`src/rtl/enoc_adaptive_route_unit.sv`:
```
// Route computation stage for one ENoC router input port.
// Computes a one-hot output-port request [c,n,e,s,w] for the incoming destination.
// Mesh or torus, dimension-ordered or credit-adaptive minimal routing.
// The result sits in a single output register behind a valid/enable handshake.
module enoc_adaptive_route_unit #(
  parameter int X_NODES  = 4,
  parameter int Y_NODES  = 4,
  parameter int X_LOC    = 0,
  parameter int Y_LOC    = 0,
  parameter int TOPOLOGY = 0,
  parameter int ADAPTIVE = 1,
  parameter int CREDIT_W = 3,
  localparam int XW = (X_NODES > 1) ? $clog2(X_NODES) : 1,
  localparam int YW = (Y_NODES > 1) ? $clog2(Y_NODES) : 1
) (
  input  logic                     clk,
  input  logic                     reset_n,
  input  logic [XW-1:0]            i_x_dest,
  input  logic [YW-1:0]            i_y_dest,
  input  logic                     i_val,
  output logic                     o_en,
  input  logic [0:3][CREDIT_W-1:0] i_credit,
  output logic [0:4]               o_output_req,
  output logic                     o_val,
  input  logic                     i_en,
  output logic [15:0]              o_adapt_cnt
);

  localparam logic [0:4] REQ_C = 5'b10000;
  localparam logic [0:4] REQ_N = 5'b01000;
  localparam logic [0:4] REQ_E = 5'b00100;
  localparam logic [0:4] REQ_S = 5'b00010;
  localparam logic [0:4] REQ_W = 5'b00001;

  // Two spare bits leave room for dest + NODES - loc and for doubling a ring distance.
  localparam logic [XW+1:0] X_LOC_W = (XW+2)'(X_LOC);
  localparam logic [XW+1:0] X_N_W   = (XW+2)'(X_NODES);
  localparam logic [YW+1:0] Y_LOC_W = (YW+2)'(Y_LOC);
  localparam logic [YW+1:0] Y_N_W   = (YW+2)'(Y_NODES);

  logic [0:4]  req_q, req_d;
  logic        val_q, val_d;
  logic [15:0] cnt_q, cnt_d;
  logic        rr_q, rr_d;

  logic [XW+1:0] x_dest_w, x_diff;
  logic [YW+1:0] y_dest_w, y_diff;
  logic          x_pos, x_neg, y_pos, y_neg;
  logic          x_prod, y_prod;
  logic [CREDIT_W-1:0] cred_x, cred_y;
  logic [0:4]    x_req, y_req, route;
  logic          pick_y, tie, accept;

  assign o_en   = !val_q || i_en;
  assign accept = i_val && o_en;

  // Productive direction per dimension; on a ring the shorter way wins, half-ring goes positive.
  always_comb begin
    x_dest_w = {2'b00, i_x_dest};
    y_dest_w = {2'b00, i_y_dest};
    x_diff   = '0;
    y_diff   = '0;
    x_pos    = 1'b0;
    x_neg    = 1'b0;
    y_pos    = 1'b0;
    y_neg    = 1'b0;
    if (TOPOLOGY == 1) begin
      x_diff = (x_dest_w >= X_LOC_W) ? (x_dest_w - X_LOC_W) : (x_dest_w + X_N_W - X_LOC_W);
      y_diff = (y_dest_w >= Y_LOC_W) ? (y_dest_w - Y_LOC_W) : (y_dest_w + Y_N_W - Y_LOC_W);
      if (x_diff != '0) begin
        x_pos = ((x_diff << 1) <= X_N_W);
        x_neg = !x_pos;
      end
      if (y_diff != '0) begin
        y_pos = ((y_diff << 1) <= Y_N_W);
        y_neg = !y_pos;
      end
    end else begin
      x_pos = (x_dest_w > X_LOC_W);
      x_neg = (x_dest_w < X_LOC_W);
      y_pos = (y_dest_w > Y_LOC_W);
      y_neg = (y_dest_w < Y_LOC_W);
    end
  end

  // Route choice: DOR unless both dimensions are productive and adaptive mode picks by credits.
  always_comb begin
    x_prod = x_pos || x_neg;
    y_prod = y_pos || y_neg;
    x_req  = x_pos ? REQ_E : REQ_W;
    y_req  = y_pos ? REQ_N : REQ_S;
    cred_x = x_pos ? i_credit[1] : i_credit[3];
    cred_y = y_pos ? i_credit[0] : i_credit[2];
    pick_y = 1'b0;
    tie    = 1'b0;
    route  = REQ_C;
    if (x_prod && y_prod && (ADAPTIVE != 0)) begin
      if (cred_y > cred_x) begin
        pick_y = 1'b1;
      end else if (cred_x == cred_y) begin
        tie    = 1'b1;
        pick_y = rr_q;
      end
      route = pick_y ? y_req : x_req;
    end else if (x_prod) begin
      route = x_req;
    end else if (y_prod) begin
      route = y_req;
    end
  end

  // Output register next state: load on accept, clear on drain, otherwise hold.
  always_comb begin
    req_d = req_q;
    val_d = val_q;
    cnt_d = cnt_q;
    rr_d  = rr_q;
    if (accept) begin
      req_d = route;
      val_d = 1'b1;
      if (tie) begin
        rr_d = !rr_q;
      end
      if (x_prod && pick_y && (cnt_q != 16'hFFFF)) begin
        cnt_d = cnt_q + 16'd1;
      end
    end else if (val_q && i_en) begin
      req_d = '0;
      val_d = 1'b0;
    end
  end

  // State registers; reset discards any held request and restores X preference.
  always_ff @(posedge clk or negedge reset_n) begin
    if (!reset_n) begin
      req_q <= '0;
      val_q <= 1'b0;
      cnt_q <= '0;
      rr_q  <= 1'b0;
    end else begin
      req_q <= req_d;
      val_q <= val_d;
      cnt_q <= cnt_d;
      rr_q  <= rr_d;
    end
  end

  assign o_output_req = req_q;
  assign o_val        = val_q;
  assign o_adapt_cnt  = cnt_q;

endmodule
```
`config.mk`:
```
export PLATFORM = sky130hd
export DESIGN_NAME = enoc_adaptive_route_unit
export DESIGN_NICKNAME = d
export VERILOG_FILES = /design/src/rtl/enoc_adaptive_route_unit.sv
export SDC_FILE = /design/constraint.sdc
export NUM_CORES = 1
export LEC_CHECK = 0
export CAP_MARGIN = 10
export CORE_MARGIN = 2
export CORE_UTILIZATION = 49
export DETAILED_ROUTE_END_ITERATION = 16
export MAX_ROUTING_LAYER = met4
export PLACE_DENSITY = 0.85
export SLEW_MARGIN = 25
export SYNTH_ARGS = -nofsm -noshare
export SYNTH_HDL_FRONTEND = slang
export SYNTH_SLANG_ARGS = --single-unit
export TNS_END_PERCENT = 30
```
`constraint.sdc`:
```
create_clock -name clk -period 3.6 [get_ports clk]
set_input_delay 0.36 -clock clk [delete_from_list [all_inputs] [get_ports clk]]
set_output_delay 0.36 -clock clk [all_outputs]
set_load 0.03 [all_outputs]
```
==> results of run 1 <==
## final cells by class
class	count	area, µm²
Sequential cell	23	575.6
Tap cell	30	37.54
Clock buffer	3	22.52
Fill cell	212	730.7
Timing Repair Buffer	43	422.9
Inverter	3	11.26
Clock inverter	1	5.005
Multi-Input combinational cell	91	694.4
## registers in the layout (all words and copies together) (netlist names)
name          count
o_val             1
o_output_req      5
o_adapt_cnt      16
rr_q              1
## power by group through the flow
stage,registers [mW],clock network [mW],logic (mW)
global placement,0.351,0,0.270
detailed placement,0.354,0,0.277
global route,0.356,0.136,0.296
finish,0.350,0.121,0.275
floorplan,0.416,0,0.0893
CTS,0.350,0.124,0.279
## worst max-delay path, stage by stage
cell and delay (ns):
clkdlybuf4s50_1 0.42, nor2_1 0.46, mux2_2 0.41, ha_1 0.33, nand3_1 0.09, o22a_1 0.17
nand3_2 0.27, nor4_1 0.49, xor2_1 0.18
## routing by layer
layer	vias up	global-route usage	part of all wire
li1	523	-	-
met1	511	0.2473	0.44
met2	54	0.3299	0.47
met3	4	0.04884	0.081
met4	0	0.05226	0.012
met5	-	-	0
## synthesized netlist by cell type, drive strengths merged (3+ instances only)
| cell | count | share of area |
|---|---|---|
| dfrtp | 23 | 0.44 |
| xor2 | 15 | 0.10 |
| nand3 | 9 | 0.038 |
| nor4 | 8 | 0.050 |
| nand2 | 6 | 0.017 |
| nor2 | 6 | 0.019 |
| ha | 4 | 0.038 |
| mux2 | 4 | 0.035 |
| mux2i | 4 | 0.031 |
| nand4 | 4 | 0.019 |
| nor3 | 4 | 0.024 |
| or2 | 4 | 0.021 |
| a211o | 3 | 0.020 |
| inv | 3 | 0.0086 |
| nor3b | 3 | 0.017 |
## how the worst max path moves through the flow
| stage | from | end | slack, ns | cells after the start |
|---|---|---|---|---|
| detailed placement | i_y_dest[1] | o_adapt_cnt[10] | 0.34 | 9 |
| global route | i_y_dest[1] | o_adapt_cnt[13] | 0.55 | 9 |
| CTS | i_y_dest[1] | o_adapt_cnt[10] | 0.70 | 9 |
| global placement | i_y_dest[1] | o_adapt_cnt[1] | 0.49 | 9 |
| finish | i_y_dest[1] | o_adapt_cnt[10] | 0.67 | 9 |
| floorplan | i_y_dest[1] | o_adapt_cnt[7] | 1.13 | 9 |
## layout by cell type (no fill, tap or decap), types with 2 or more instances in the layout
cell type,count
xor2_1,15
nor2_1,5
mux2i_1,4
nor4b_1,2
inv_1,3
clkbuf_4,3
or2_2,2
a211oi_1,2
nand3_1,8
clkdlybuf4s50_1,41
a211o_1,3
nor4_1,7
mux2_2,3
nor3_1,3
ha_1,4
nand2_1,6
nand4_1,4
nor3b_1,3
and2_1,2
dfrtp_1,23
## per-stage QoR
step,utilization,hold WS [ns],power [mW],std cells
floorplan,-,0.06441,0.5056,119
global placement,0.6987,0.4704,0.6217,190
detailed placement,0.6987,0.4840,0.6317,190
CTS,0.7097,0.5055,0.7532,194
global route,0.7077,0.01941,0.7882,194
finish,0.7077,-0.01084,0.7464,194
## logic make-up after synthesis
kind of cell / count (synthesis) / share of synthesized area
DFF: 23 / 0.4415
AOI/OAI and AO/OA: 11 / 0.06237
buffers and inverters: 5 / 0.02591
adders and majority gates: 4 / 0.03839
muxes: 8 / 0.06526
and+or+nand+nor: 52 / 0.2591
xor gates and xnor gates: 16 / 0.1075
==> metrics.md, run 1 <==
| Metric | Value |
|---|---|
| H-tree Lvls | `1` |
| Syn Area/Cell | `approximately 11 µm²` |
| All-Layer GR Usage | `0.2001` |
| Vias per cell | `~5.6` |
| Pwr Density | `around 420 nW/µm²` |
| CTS tree | `built` |
| Routed vias | `between 1000 and 1500` |
| Final Cycle Share | `0.8152` |
| Clock power share | `0.163` |
| Sw power | `about 280 µW` |
| Clock slew at reported path FFs | `~0.12 ns` |
| RSZ-0062 raised after global routing | `no` |
| CTS resizes | `0` |
| Root buffer cell | `clkbuf_4` |
| Starting Density | `0.5215` |
| Sequential power share | `0.469` |
| Status | `complete, but fails checks` |
| Hold buffer count at cts | `0` |
| Post-route DRC | `0` |
| Peak Freq | `340.7 MHz` |
| Sw frac | `0.3698` |
| Final ANT Viol Nets | `0` |
| Fin Setup TNS | `0 ns` |
| Setup Slack @ Placement | `roughly 0.34 ns` |
| Initial antenna violation count | `0` |
| Nets | `between 150 and 200` |
| Ys flop type | `dfrtp_1` |
| Post-synthesis sequential area ratio | `0.4415` |
| RePlAce Congestion | `between 0.8 and 0.9` |
| I/O pin total | `43` |
| Number of synthesized flops with an enable pin | `0` |
| Reg-to-Reg Start | `o_adapt_cnt[6]` |
| Placed Area | `between 1500 and 2000 µm²` |
| Endpoints failing setup | `0` |
| Async S/R FF share, synth | `1.000` |
| Antenna cells | `0` |
| Critical Setup Path Class | `in2reg` |
| Reg2reg path depth | `4` |
| Synthesized flop and latch total | `23` |
| Die height | `between 50 and 60 µm` |
| Worst Setup End Kind | `flip-flop` |
| First-pass GRT wire length | `roughly 4.9 mm` |
| R2r endpoint | `o_adapt_cnt[1]` |
| TritonCTS Sinks | `23` |
| Cts bufs inserted | `3` |
| Max VDD drop | `363.5 µV` |
| Layout Skew | `between 0.002 and 0.003 ns` |
| Area growth, synth to finish | `35.70%` |
| Endpoints failing hold | `23` |
| Arr. time, crit path | `3.19 ns` |
| Final WS setup | `0.6651 ns` |
| Worst-skew pair later-pin latency | `0.32 ns` |
| Setup Buffers After CTS | `0` |
| Slew headroom | `0.6218` |
| Num rows | `18` |
| Int Power | `470.4 µW` |
| Post-route cell area | `about 1800 µm²` |
| Post-Syn Area | `1304 µm²` |
| Clock Tree Buf Depth | `2` |
| DP HPWL | `between 2 and 2.5 mm` |
| Chip width | `approximately 56 µm` |
| Final Max Tran Viols | `0` |
| Pin count of the biggest net entering global routing | `24` |
| Yosys cell types | `37` |
| Grt ovf | `0` |
| Layout cells sized above 1 | `0.1037` |
| Cells after synthesis | `between 100 and 150` |
| Final wirelength | `between 2 and 3 mm` |
| Vias in the first global route | `approximately 1100` |
| Syn Nets | `roughly 140` |
| Worst min path class | `in2async` |
| Comb power frac | `0.368` |
| Startpoint types | `primary input` |
| Crit path required time | `about 3.9 ns` |
| Actual slew at the worst max-slew pin | `roughly 0.56 ns` |
| Fin Hold WS | `-0.01084 ns` |
| Routed WL per cell | `14.98 µm` |
| CORE AREA | `around 2500 µm²` |
| Crit Path Max Fanout | `15` |
| 1st-iter DRT viols | `34` |
| Min Tclk post-route | `2.935 ns` |
| R2R Setup Slk | `1.69 ns` |
| Max-cap violations | `0` |
| Die Area | `just over 3000 µm²` |
| Port Buffers | `42` |
| Leak | `between 0.7 and 0.8 nW` |
| Synthesis Warnings | `0` |
| Failing checks | `negative hold slack` |
| Drt first pass iters | `4` |
No activity file was read; power rests on OpenSTA's default activity.
==> inputs of run 2 (changes only) <==
--- a/config.mk
+++ b/config.mk
@@ -7,10 +7,10 @@
 export LEC_CHECK = 0
 export CAP_MARGIN = 10
 export CORE_MARGIN = 2
-export CORE_UTILIZATION = 49
+export CORE_UTILIZATION = 45
 export DETAILED_ROUTE_END_ITERATION = 16
 export MAX_ROUTING_LAYER = met4
-export PLACE_DENSITY = 0.85
+export PLACE_DENSITY = 0.79
 export SLEW_MARGIN = 25
 export SYNTH_ARGS = -nofsm -noshare
 export SYNTH_HDL_FRONTEND = slang
==> constraint.sdc (replaced) <==
create_clock -name clk -period 2.8 [get_ports clk]
set_input_delay 0.28 -clock clk [delete_from_list [all_inputs] [get_ports clk]]
set_output_delay 0.28 -clock clk [all_outputs]
set_load 0.03 [all_outputs]
==> run 2 against run 1 <==
Compared with the run above:
- the flow now finishes without violations
- die area rose by 8.2%
- cell count grew 3.1%
- register-to-register slack got worse by 0.78 ns
- clock power grew 28%
- sequential cell count unchanged
- clock skew hardly changed
- core utilization down 5.1 points
- combinational power rose by 33%
- first-iteration DRC count decreased by 71%
- setup slack lost 0.43 ns
- largest cell class unchanged
==> metrics.md, run 2 (same netlist as run 1, synthesis figures left out) <==
| Metric | Value |
|---|---|
| Status | `finished, final reports clean` |
| Worst min path class | `in2async` |
| Startpoint types | `primary input` |
| Port Buffers | `42 (unchanged)` |
| Cts bufs inserted | `3 (unchanged)` |
| Endpoints failing setup | `0 (unchanged)` |
| Critical-path top delay cell | `nor4_1` |
| CORE AREA | `2758 µm² (+10%)` |
| Pwr Density | `534.6 nW/µm² (+27%)` |
| Clock slew at reported path FFs | `0.12 ns (about the same)` |
| Max-cap violations | `0 (unchanged)` |
| Endpoints failing hold | `0 (-100%)` |
| Chip width | `57.83 µm (+4.0%)` |
| Starting Density | `0.4728 (-0.04874)` |
| First-pass GRT wire length | `4.802 mm (-1.7%)` |
| Routed vias | `1125 (+3.0%)` |
| All-Layer GR Usage | `0.1892 (-0.01090)` |
| Final Max Tran Viols | `0 (unchanged)` |
| Vias in the first global route | `1090 (+0.93%)` |
| CTS tree | `built` |
| Final wirelength | `2.928 mm (+0.76%)` |
| Nets | `194 (+2.6%)` |
| Min Tclk post-route | `between 2 and 3 ns` |
| Final WS setup | `0.2319 ns (-0.4333 ns)` |
| Crit Path Max Fanout | `15 (unchanged)` |
| Crit path required time | `3.05 ns (-0.80 ns)` |
| Finished Core Util | `0.6570 (-0.05072)` |
| DP HPWL | `2.267 mm (+5.4%)` |
| RePlAce Congestion | `0.8250 (+1.0%)` |
| Leak | `0.8165 nW (+2.7%)` |
| Routed WL per cell | `14.64 µm (-2.3%)` |
| Actual slew at the worst max-slew pin | `0.5706 ns (+0.007527 ns)` |
| Worst Setup End Kind | `flip-flop` |
| H-tree Lvls | `1 (unchanged)` |
| Max incr delay on CP | `0.44 ns (-0.05 ns)` |
| Worst-skew pair later-pin latency | `0.32 ns (about the same)` |
| Slew headroom | `0.6168 (-0.005056)` |
| TritonCTS Sinks | `23 (unchanged)` |
| Critical Setup Path Class | `in2reg` |
| Antenna cells | `0 (unchanged)` |
| Non-filler cells, final | `200 (+3.1%)` |
| Post-route cell area | `1812 µm² (+2.4%)` |
| I/O pin total | `43 (unchanged)` |
| Root buffer cell | `clkbuf_4` |
| CTS resizes | `0 (unchanged)` |
| Fin Hold WS | `0.2975 ns (+0.3084 ns)` |
| Crit path max-delay family | `simple AND/OR/NAND/NOR gates` |
| Worst path bufs/invs | `1 (unchanged)` |
| Vias per cell | `5.625 (about the same)` |
| Die Area | `3344 µm² (+8.2%)` |
| Post-route DRC | `0 (unchanged)` |
| Initial antenna violation count | `0 (unchanged)` |
| Num rows | `19 (+1)` |
| Arr. time, crit path | `2.82 ns (-0.37 ns)` |
| Drt first pass iters | `2 (-2)` |
| Hold buffer count at cts | `0 (unchanged)` |
| Post-Place Cells | `196 (+3.2%)` |
| Peak Freq | `389.4 MHz` |
| Setup Slack @ Placement | `-0.1150 ns (-0.4588 ns)` |
| Crit path cell chain | `clkdlybuf4s50_1 -> nor2_1 -> mux2_2 -> ha_1 -> nand3_1 -> o22a_1 -> nand3_2 -> nor4_1 -> xor2_1` |
| Most frequent cells in the layout | `clkdlybuf4s50_1 (42), dfrtp_1 (23), xor2_1 (15), nand3_1 (8), nor4_1 (7)` |
| Die height | `57.83 µm (+4.0%)` |
| Grt ovf | `0 (unchanged)` |
| Layout Skew | `0.003032 ns (+0.0001419 ns)` |
| Max VDD drop | `548.4 µV (+51%)` |
| Max reg flops | `16 (unchanged)` |
| Pin count of the biggest net entering global routing | `24 (unchanged)` |
| Final Cycle Share | `0.9172` |
| Final ANT Viol Nets | `0 (unchanged)` |
| Placed Area | `1785 µm² (+2.2%)` |
| Commonest non-fill, non-tap cell in the layout | `clkdlybuf4s50_1` |
| RSZ-0062 raised after global routing | `no` |
| Layout cells sized above 1 | `0.1183 (+0.01468)` |
| Area growth, synth to finish | `38.96%` |
| 1st-iter DRT viols | `10 (-71%)` |
| Clock Tree Buf Depth | `2 (unchanged)` |
| Setup Buffers After CTS | `0 (unchanged)` |
==> run 2: cell count changes in the layout (fill, tap and decap cells not counted), sizes merged <==
cell / delta
buf: +4
clkdlybuf4s50: +1
clkinv: -1
clkbuf: +1
==> run 2: final timing paths <==
path | start | to | slack, ns | cells after the start
max | i_y_dest[1] | o_adapt_cnt[10] | 0.23 | 9
min | reset_n | o_adapt_cnt[2] | 0.30 | 2
max reg2reg | o_adapt_cnt[6] | o_adapt_cnt[11] | 0.91 | 5
min reg2reg | rr_q | rr_q | 0.49 | 1
max in group asynchronous | reset_n | o_output_req[0] | 2.28 | 2
min in group clk | rr_q | rr_q | 0.49 | 1
==> run 2: final cells by class <==
| type | count | area (µm²) |
|---|---|---|
| tap | 31 | 38.79 |
| sequential | 23 | 575.6 |
| fill | 240 | 945.9 |
| clock buffer | 4 | 26.28 |
| timing repair buffer | 48 | 465.4 |
| inverter | 3 | 11.26 |
| multi-input combinational | 91 | 694.4 |
==> run 2: worst register-to-register path: stages, from the launching register on <==
cell     delay [ns]
dfrtp_1        0.46
nand4_1        0.28
nor4_4         0.64
or4b_1         0.21
nor2_1         0.05
xor2_1         0.15
==> run 2: power breakdown <==
part,internal [mW],switching (mW)
registers,0.385,0.0641
logic,0.176,0.188
clock network,0.0558,0.0993
==> run 2: stage by stage <==
step,TNS [ns],power [mW]
final,0,0.9686
after global routing,0,1.024
after CTS,0,0.9763
after detailed placement,-0.8830,0.8229
after global placement,-0.02681,0.8114
after floorplan,0,0.6500
==> run 2: layer usage <==
layer / global-route usage / share of wire / vias to the layer above
li1: - / - / 537
met1: 0.2301 / 0.44 / 539
met2: 0.3052 / 0.48 / 42
met3: 0.04018 / 0.068 / 7
met4: 0.07973 / 0.022 / 0
met5: - / 0 / -
==> inputs of run 3 (changes only) <==
--- a/config.mk
+++ b/config.mk
@@ -8,6 +8,7 @@
 export CAP_MARGIN = 10
 export CORE_MARGIN = 2
 export CORE_UTILIZATION = 45
+export CTS_CLUSTER_DIAMETER = 200
 export DETAILED_ROUTE_END_ITERATION = 16
 export MAX_ROUTING_LAYER = met4
 export PLACE_DENSITY = 0.79
==> results of run 3 <==
The final DEF is identical to that of run 2; final timing and power are the same.
